===== config.mk =====
export PLATFORM = sky130hd
export DESIGN_NAME = dmem_responder_flat
export DESIGN_NICKNAME = d
export VERILOG_FILES = /design/src/rtl/dmem_responder_if.sv /design/src/rtl/dmem_responder.sv /design/src/flat_wrapper.sv
export SDC_FILE = /design/constraint.sdc
export NUM_CORES = 1
export LEC_CHECK = 0
export ABC_AREA = 0
export CAP_MARGIN = 20
export CORE_AREA = 2 2 283 285
export CTS_BUF_LIST = sky130_fd_sc_hd__clkbuf_4 sky130_fd_sc_hd__clkbuf_8 sky130_fd_sc_hd__clkbuf_16
export DETAILED_ROUTE_END_ITERATION = 7
export DIE_AREA = 0 0 285 287
export GPL_TIMING_DRIVEN = 0
export HOLD_SLACK_MARGIN = 0.15
export MAX_ROUTING_LAYER = met4
export PLACE_DENSITY = 0.75
export SLEW_MARGIN = 20
export SYNTH_ARGS = -nofsm -noshare
export SYNTH_HDL_FRONTEND = slang
export SYNTH_SLANG_ARGS = --single-unit

===== constraint.sdc =====
create_clock -name clk_i -period 4.8 [get_ports clk_i]
set_clock_uncertainty 0.1 [all_clocks]
set_input_delay 0.48 -clock clk_i [delete_from_list [all_inputs] [get_ports clk_i]]
set_output_delay 0.48 -clock clk_i [all_outputs]
set_load 0.1 [all_outputs]

===== src/rtl/dmem_responder_if.sv =====
`default_nettype none
// ============================================================================
// Module      : dmem_responder_if
// Description : Load/store port between the MEM-stage latch and the
//               data memory responder.
// Revision    : 1.0 - initial release
// ============================================================================
interface dmem_responder_if;
    logic        req_i;
    logic        we_i;
    logic [31:0] addr_i;
    logic [31:0] data_i;
    logic        stall_o;
    logic        ack_o;
    logic        err_o;
    logic [31:0] data_o;

    modport master (
        output req_i, we_i, addr_i, data_i,
        input  stall_o, ack_o, err_o, data_o
    );

    modport slave (
        input  req_i, we_i, addr_i, data_i,
        output stall_o, ack_o, err_o, data_o
    );
endinterface
`default_nettype wire


===== src/rtl/dmem_responder.sv =====
`default_nettype none
// ============================================================================
// Module      : dmem_responder
// Description : Multi-cycle word data memory with fixed access latency and
//               a pipeline stall while an access is in flight.
// Revision    : 1.0 - initial release
// ============================================================================
module dmem_responder #(
    parameter int DEPTH_WORDS = 32,
    parameter int LATENCY     = 4
) (
    input  wire logic         clk_i,
    input  wire logic         rst_i,
    dmem_responder_if.slave   bus
);

    localparam int          c_idx_w    = (DEPTH_WORDS > 1) ? $clog2(DEPTH_WORDS) : 1;
    localparam logic [31:0] c_depth    = 32'(DEPTH_WORDS);
    localparam logic [3:0]  c_cnt_init = (LATENCY > 1) ? 4'(LATENCY - 2) : 4'd0;
    localparam bit          c_single   = (LATENCY == 1);

    localparam logic [1:0] c_st_idle = 2'd0;
    localparam logic [1:0] c_st_wait = 2'd1;
    localparam logic [1:0] c_st_resp = 2'd2;

    logic [1:0]         state_q, state_d;
    logic [3:0]         cnt_q,   cnt_d;
    logic               we_q,    we_d;
    logic               bad_q,   bad_d;
    logic [c_idx_w-1:0] idx_q,   idx_d;
    logic [31:0]        wdata_q, wdata_d;
    logic               ack_q,   ack_d;
    logic               err_q,   err_d;
    logic [31:0]        rdata_q, rdata_d;

    logic [31:0]        mem_array [DEPTH_WORDS];

    logic               w_accept;
    logic               w_in_bad;
    logic               w_complete;
    logic               w_cur_we;
    logic               w_cur_bad;
    logic [c_idx_w-1:0] w_cur_idx;
    logic [31:0]        w_cur_wdata;
    logic               w_mem_we;
    logic               w_stall;

    // State register
    always_ff @(posedge clk_i) begin
        if (rst_i) begin
            state_q <= c_st_idle;
            cnt_q   <= 4'd0;
            we_q    <= 1'b0;
            bad_q   <= 1'b0;
            idx_q   <= '0;
            wdata_q <= 32'd0;
            ack_q   <= 1'b0;
            err_q   <= 1'b0;
            rdata_q <= 32'd0;
        end else begin
            state_q <= state_d;
            cnt_q   <= cnt_d;
            we_q    <= we_d;
            bad_q   <= bad_d;
            idx_q   <= idx_d;
            wdata_q <= wdata_d;
            ack_q   <= ack_d;
            err_q   <= err_d;
            rdata_q <= rdata_d;
        end
    end

    // Next-state logic
    always_comb begin
        state_d = state_q;
        cnt_d   = cnt_q;
        case (state_q)
            c_st_idle: begin
                if (bus.req_i) begin
                    if (c_single) begin
                        state_d = c_st_resp;
                    end else begin
                        state_d = c_st_wait;
                        cnt_d   = c_cnt_init;
                    end
                end
            end
            c_st_wait: begin
                if (cnt_q == 4'd0) begin
                    state_d = c_st_resp;
                end else begin
                    cnt_d = cnt_q - 4'd1;
                end
            end
            c_st_resp: state_d = c_st_idle;
            default:   state_d = c_st_idle;
        endcase
    end

    // Outputs and datapath
    always_comb begin
        w_accept = (state_q == c_st_idle) && bus.req_i;
        w_in_bad = (bus.addr_i[1:0] != 2'b00) || ({2'b00, bus.addr_i[31:2]} >= c_depth);

        we_d    = w_accept ? bus.we_i                   : we_q;
        bad_d   = w_accept ? w_in_bad                   : bad_q;
        idx_d   = w_accept ? bus.addr_i[c_idx_w+1:2]    : idx_q;
        wdata_d = w_accept ? bus.data_i                 : wdata_q;

        // With single-cycle latency the access completes on the accepting
        // edge, so the live inputs stand in for the latched copies.
        w_cur_we    = (state_q == c_st_idle) ? bus.we_i                : we_q;
        w_cur_bad   = (state_q == c_st_idle) ? w_in_bad                : bad_q;
        w_cur_idx   = (state_q == c_st_idle) ? bus.addr_i[c_idx_w+1:2] : idx_q;
        w_cur_wdata = (state_q == c_st_idle) ? bus.data_i              : wdata_q;

        w_complete = (w_accept && c_single) ||
                     ((state_q == c_st_wait) && (cnt_q == 4'd0));

        ack_d   = w_complete;
        err_d   = w_complete && w_cur_bad;
        rdata_d = rdata_q;
        if (w_complete) begin
            if (w_cur_bad) begin
                rdata_d = 32'd0;
            end else if (!w_cur_we) begin
                rdata_d = mem_array[w_cur_idx];
            end
        end

        w_mem_we = w_complete && w_cur_we && !w_cur_bad && !rst_i;
        w_stall  = !rst_i && (w_accept || (state_q == c_st_wait));
    end

    // Array contents survive reset
    always_ff @(posedge clk_i) begin
        if (w_mem_we) begin
            mem_array[w_cur_idx] <= w_cur_wdata;
        end
    end

    assign bus.stall_o = w_stall;
    assign bus.ack_o   = ack_q;
    assign bus.err_o   = err_q;
    assign bus.data_o  = rdata_q;

endmodule
`default_nettype wire

===== src/flat_wrapper.sv =====
// flat-port wrapper written by rule: the top's interface ports become plain ports
module dmem_responder_flat 
#(
    parameter int DEPTH_WORDS = 32,
    parameter int LATENCY     = 4
)
  (clk_i, rst_i, bus_req_i, bus_we_i, bus_addr_i, bus_data_i, bus_stall_o, bus_ack_o, bus_err_o, bus_data_o);
  dmem_responder_if bus_i ();
  input  wire logic clk_i;
  input  wire logic rst_i;
  input wire logic [$bits(bus_i.req_i)-1:0] bus_req_i;
  input wire logic [$bits(bus_i.we_i)-1:0] bus_we_i;
  input wire logic [$bits(bus_i.addr_i)-1:0] bus_addr_i;
  input wire logic [$bits(bus_i.data_i)-1:0] bus_data_i;
  output wire logic [$bits(bus_i.stall_o)-1:0] bus_stall_o;
  output wire logic [$bits(bus_i.ack_o)-1:0] bus_ack_o;
  output wire logic [$bits(bus_i.err_o)-1:0] bus_err_o;
  output wire logic [$bits(bus_i.data_o)-1:0] bus_data_o;
  assign bus_i.req_i = bus_req_i;
  assign bus_i.we_i = bus_we_i;
  assign bus_i.addr_i = bus_addr_i;
  assign bus_i.data_i = bus_data_i;
  assign bus_stall_o = bus_i.stall_o;
  assign bus_ack_o = bus_i.ack_o;
  assign bus_err_o = bus_i.err_o;
  assign bus_data_o = bus_i.data_o;
  dmem_responder #(.DEPTH_WORDS(DEPTH_WORDS), .LATENCY(LATENCY)) u_core (.clk_i(clk_i), .rst_i(rst_i), .bus(bus_i));
endmodule

==> flow_summary_export.csv <==
group,metric,value,unit
setup_path,critPathLaunchType,"flop",
clocking,cts_tree,"built",
logic_synthesis,async_flop_share,0,%
global_route,grt_pass1_wl,185400,um
pwr,clockPowerShare,38.2,%
floorplan,die_h,287,um
pwr,power_leakage,16.98,nW
clocking,clock_path_buffers,3,
global_route,antenna_found_initial,2,
place,numPlacedInstances,4043,
timing,timing.final.max_slew_violations,0,
setup_path,arrival,5.01,ns
floorplan,die_area,0.08180,sq mm
logic_synthesis,synthCells,2803,
setup_path,worstSetupEndpointType,"flop",
layout,fill_cells,5370,
clocking,clk_pin_slew,0.07,ns
route,drt-initial-drc-count,4276,
floorplan,fp-row-count,103,
route,via_per_inst,6.658,
logic_synthesis,synth-seq-cells,1103,
timing,fin_worst_hold_slack,0.2889,ns
global_route,grt_max_degree,33,
hold_path,hold_class,"input pin to flop",
setup_path,worst-setup-path-type,"flop to flop",
pwr,seq_power_share,50.0,%
logic_synthesis,synth-edff-count,1024,
logic_synthesis,avgSynthCellArea,15.55,sq um
timing,finalSetupViolCount,0,
place,hpwl,90210,um
route,routed_wl,130300,um
timing,relSlewSlack,20.91,%
pwr,combinationalPowerShare,11.8,%
pwr,ir_worst_vdd,0.4081,mV
logic_synthesis,synth.most_common_cell,"edfxtp_1",
floorplan,fp.dieW,285,um
place,dpl_cell_area,0.04723,sq mm
clocking,clk_latency,0.68,ns
timing,layout_min_cycle_time,4.739,ns
clocking,cts_setup_buffers,0,
clocking,root_buffer,"clkbuf_16",
logic_synthesis,yosys-top-cells-area,"edfxtp_1 (71%), mux2i_1 (7.2%), nand2_1 (4.0%)",
timing,rsz0062_at_grt,"no",
setup_path,crit_fanout,18,
layout,area_growth_syn_to_layout,16.44,%
logic_synthesis,synthTopCellsByCount,"edfxtp_1 (1,024), nand2_1 (462), mux2i_1 (315), clkbuf_1 (82)",
pwr,switching_share,25.08,%
logic_synthesis,synth_largest_area_cell,"edfxtp_1",
global_route,groute.usage.overall,32.38,%
pwr,intPower,16.18,mW
logic_synthesis,synth_nets,2873,
timing,post-route-period-util,98.72,%
pwr,p_per_area,425.5,mW/mm^2
layout,drive_above_1_share,14.98,%
route,wire_per_inst,30.77,um
logic_synthesis,ys_types,76,
clocking,cts-buffers-inserted,102,
layout,design_area,0.05076,sq mm
pwr,power.switching,5.417,mW
logic_synthesis,synthFlopType,"edfxtp_1",
layout,post-route-util,64.56,%
clocking,cts_sinks,1103,
global_route,grt_pass1_vias,27430,
floorplan,initial_core_util,55.45,%
job,drv_cap,0,
layout,fin_cells,4236,
floorplan,io_pins,103,
route,drcViolationCount,0,
place,place.gp.congestion,0.9309,
timing,hold_violations,0,
route,dr.pass1.iters,6,
route,num_vias,28200,
clocking,h-tree-depth,3,
timing,clock.fmax,211.0,MHz
setup_path,required,5.07,ns
layout,fin_nets,3168,
timing,tightest_slew,1.186,ns
place,port_buffers,101,
global_route,overflow,0,
timing,setup_tns,0,ns
route,ant_nets,0,
floorplan,core-area,0.07861,sq mm
outcome,status,"complete, no violations",
logic_synthesis,synth_area,0.04359,sq mm
logic_synthesis,ys_warn_count,0,
logic_synthesis,yosys.area.top_type_share,70.54,%
logic_synthesis,seq_area_frac_synth,74.17,%
-- final timing paths --
path	slack, ns	cells after the start	from	endpoint
worst min register to register	0.36	2	u_core.wdata_q[11]$_SDFFE_PP0P_	u_core.wdata_q[11]$_SDFFE_PP0P_
worst min-delay path	0.29	3	bus_data_i[23]	u_core.wdata_q[23]$_SDFFE_PP0P_
worst max register to register	0.06	9	u_core.state_q[1]$_SDFFE_PP0P_	u_core.mem_array[20][10]$_DFFE_PP_
worst max-delay path	0.06	9	u_core.state_q[1]$_SDFFE_PP0P_	u_core.mem_array[20][10]$_DFFE_PP_
-- placed cells by master (no fill, tap or decap), types with 53 or more instances in the layout --
cell	instances
nor2_1	53
buf_4	80
a32oi_1	79
clkdlybuf4s50_1	100
dfxtp_1	79
edfxtp_1	1024
clkbuf_1	78
nand2_1	437
clkbuf_16	104
mux2i_1	314
-- state kept, by name, summed over array words and instances, names as in the netlist --
name               flops
u_core.bus.err_o       1
u_core.cnt_q           4
u_core.we_q            1
u_core.bad_q           1
u_core.wdata_q        32
u_core.mem_array    1024
u_core.bus.ack_o       1
u_core.bus.data_o     32
u_core.idx_q           5
u_core.state_q         2
-- cell type report --
| type | count | area (sq um) | share of cell area, % |
|---|---|---|---|
| Antenna cell | 2 | 5.005 | 0.009860 |
| Buffer | 189 | 1101 | 2.169 |
| Clock buffer | 136 | 2893 | 5.699 |
| Clock inverter | 54 | 548.0 | 1.080 |
| Inverter | 8 | 30.03 | 0.05916 |
| Multi-Input combinational cell | 1503 | 10460 | 20.60 |
| Sequential cell | 1103 | 32330 | 63.70 |
| Tap cell | 1050 | 1314 | 2.588 |
| Timing Repair Buffer | 191 | 2077 | 4.092 |
-- per-stage QoR --
stage	power, mW	setup slack [ns]
6_report	21.60	0.06132
5_1_grt	22.03	0.06491
4_1_cts	21.51	0.05385
3_5_place_dp	13.46	-0.2242
3_3_place_gp	13.35	-3.234
2_1_floorplan	12.45	0.1874
-- worst max-delay path: stages (launching register included) --
cell	delay, ns
dfxtp_1	0.34
buf_6	0.16
nor2_2	0.46
buf_4	0.30
mux2i_1	0.47
clkbuf_2	0.53
clkbuf_1	0.72
nand2_1	0.35
nor2_4	0.75
buf_16	0.24
-- cell families after synthesis --
kind of cell / Yosys count / synth area share (%)
DFF: 1103 / 74.17
and+or+nand+nor: 747 / 7.724
AOI/OAI and AO/OA: 423 / 7.623
muxes: 330 / 7.827
buffers and inverters: 197 / 2.580
adders and majority gates: 2 / 0.05740
xor gates and xnor gates: 1 / 0.02010
-- power by group through the flow --
stage | Sequential (mW) | Clock, mW | Combinational (mW)
finish | 10.8 | 8.24 | 2.55
global route | 10.8 | 8.61 | 2.61
CTS | 10.8 | 8.24 | 2.46
detailed placement | 11.0 | 0 | 2.44
global placement | 11.0 | 0 | 2.33
floorplan | 11.1 | 0 | 1.31
-- timing repair --
action                     4_1_cts  5_1_grt
gates cloned                     0        0
gates resized for setup          2        1
hold endpoints to repair         1        0
setup endpoints to repair       71       41
hold buffers                     1        0
-- per-layer routing --
layer | global-route usage (%) | part of all wire, % | up-vias
met5 | - | 0 | -
met4 | 15.31 | 5.3 | 0
met3 | 6.778 | 13 | 381
met2 | 48.42 | 45 | 2174
met1 | 42.86 | 37 | 14030
li1 | - | - | 11620
(Power assumes the default switching activity.)
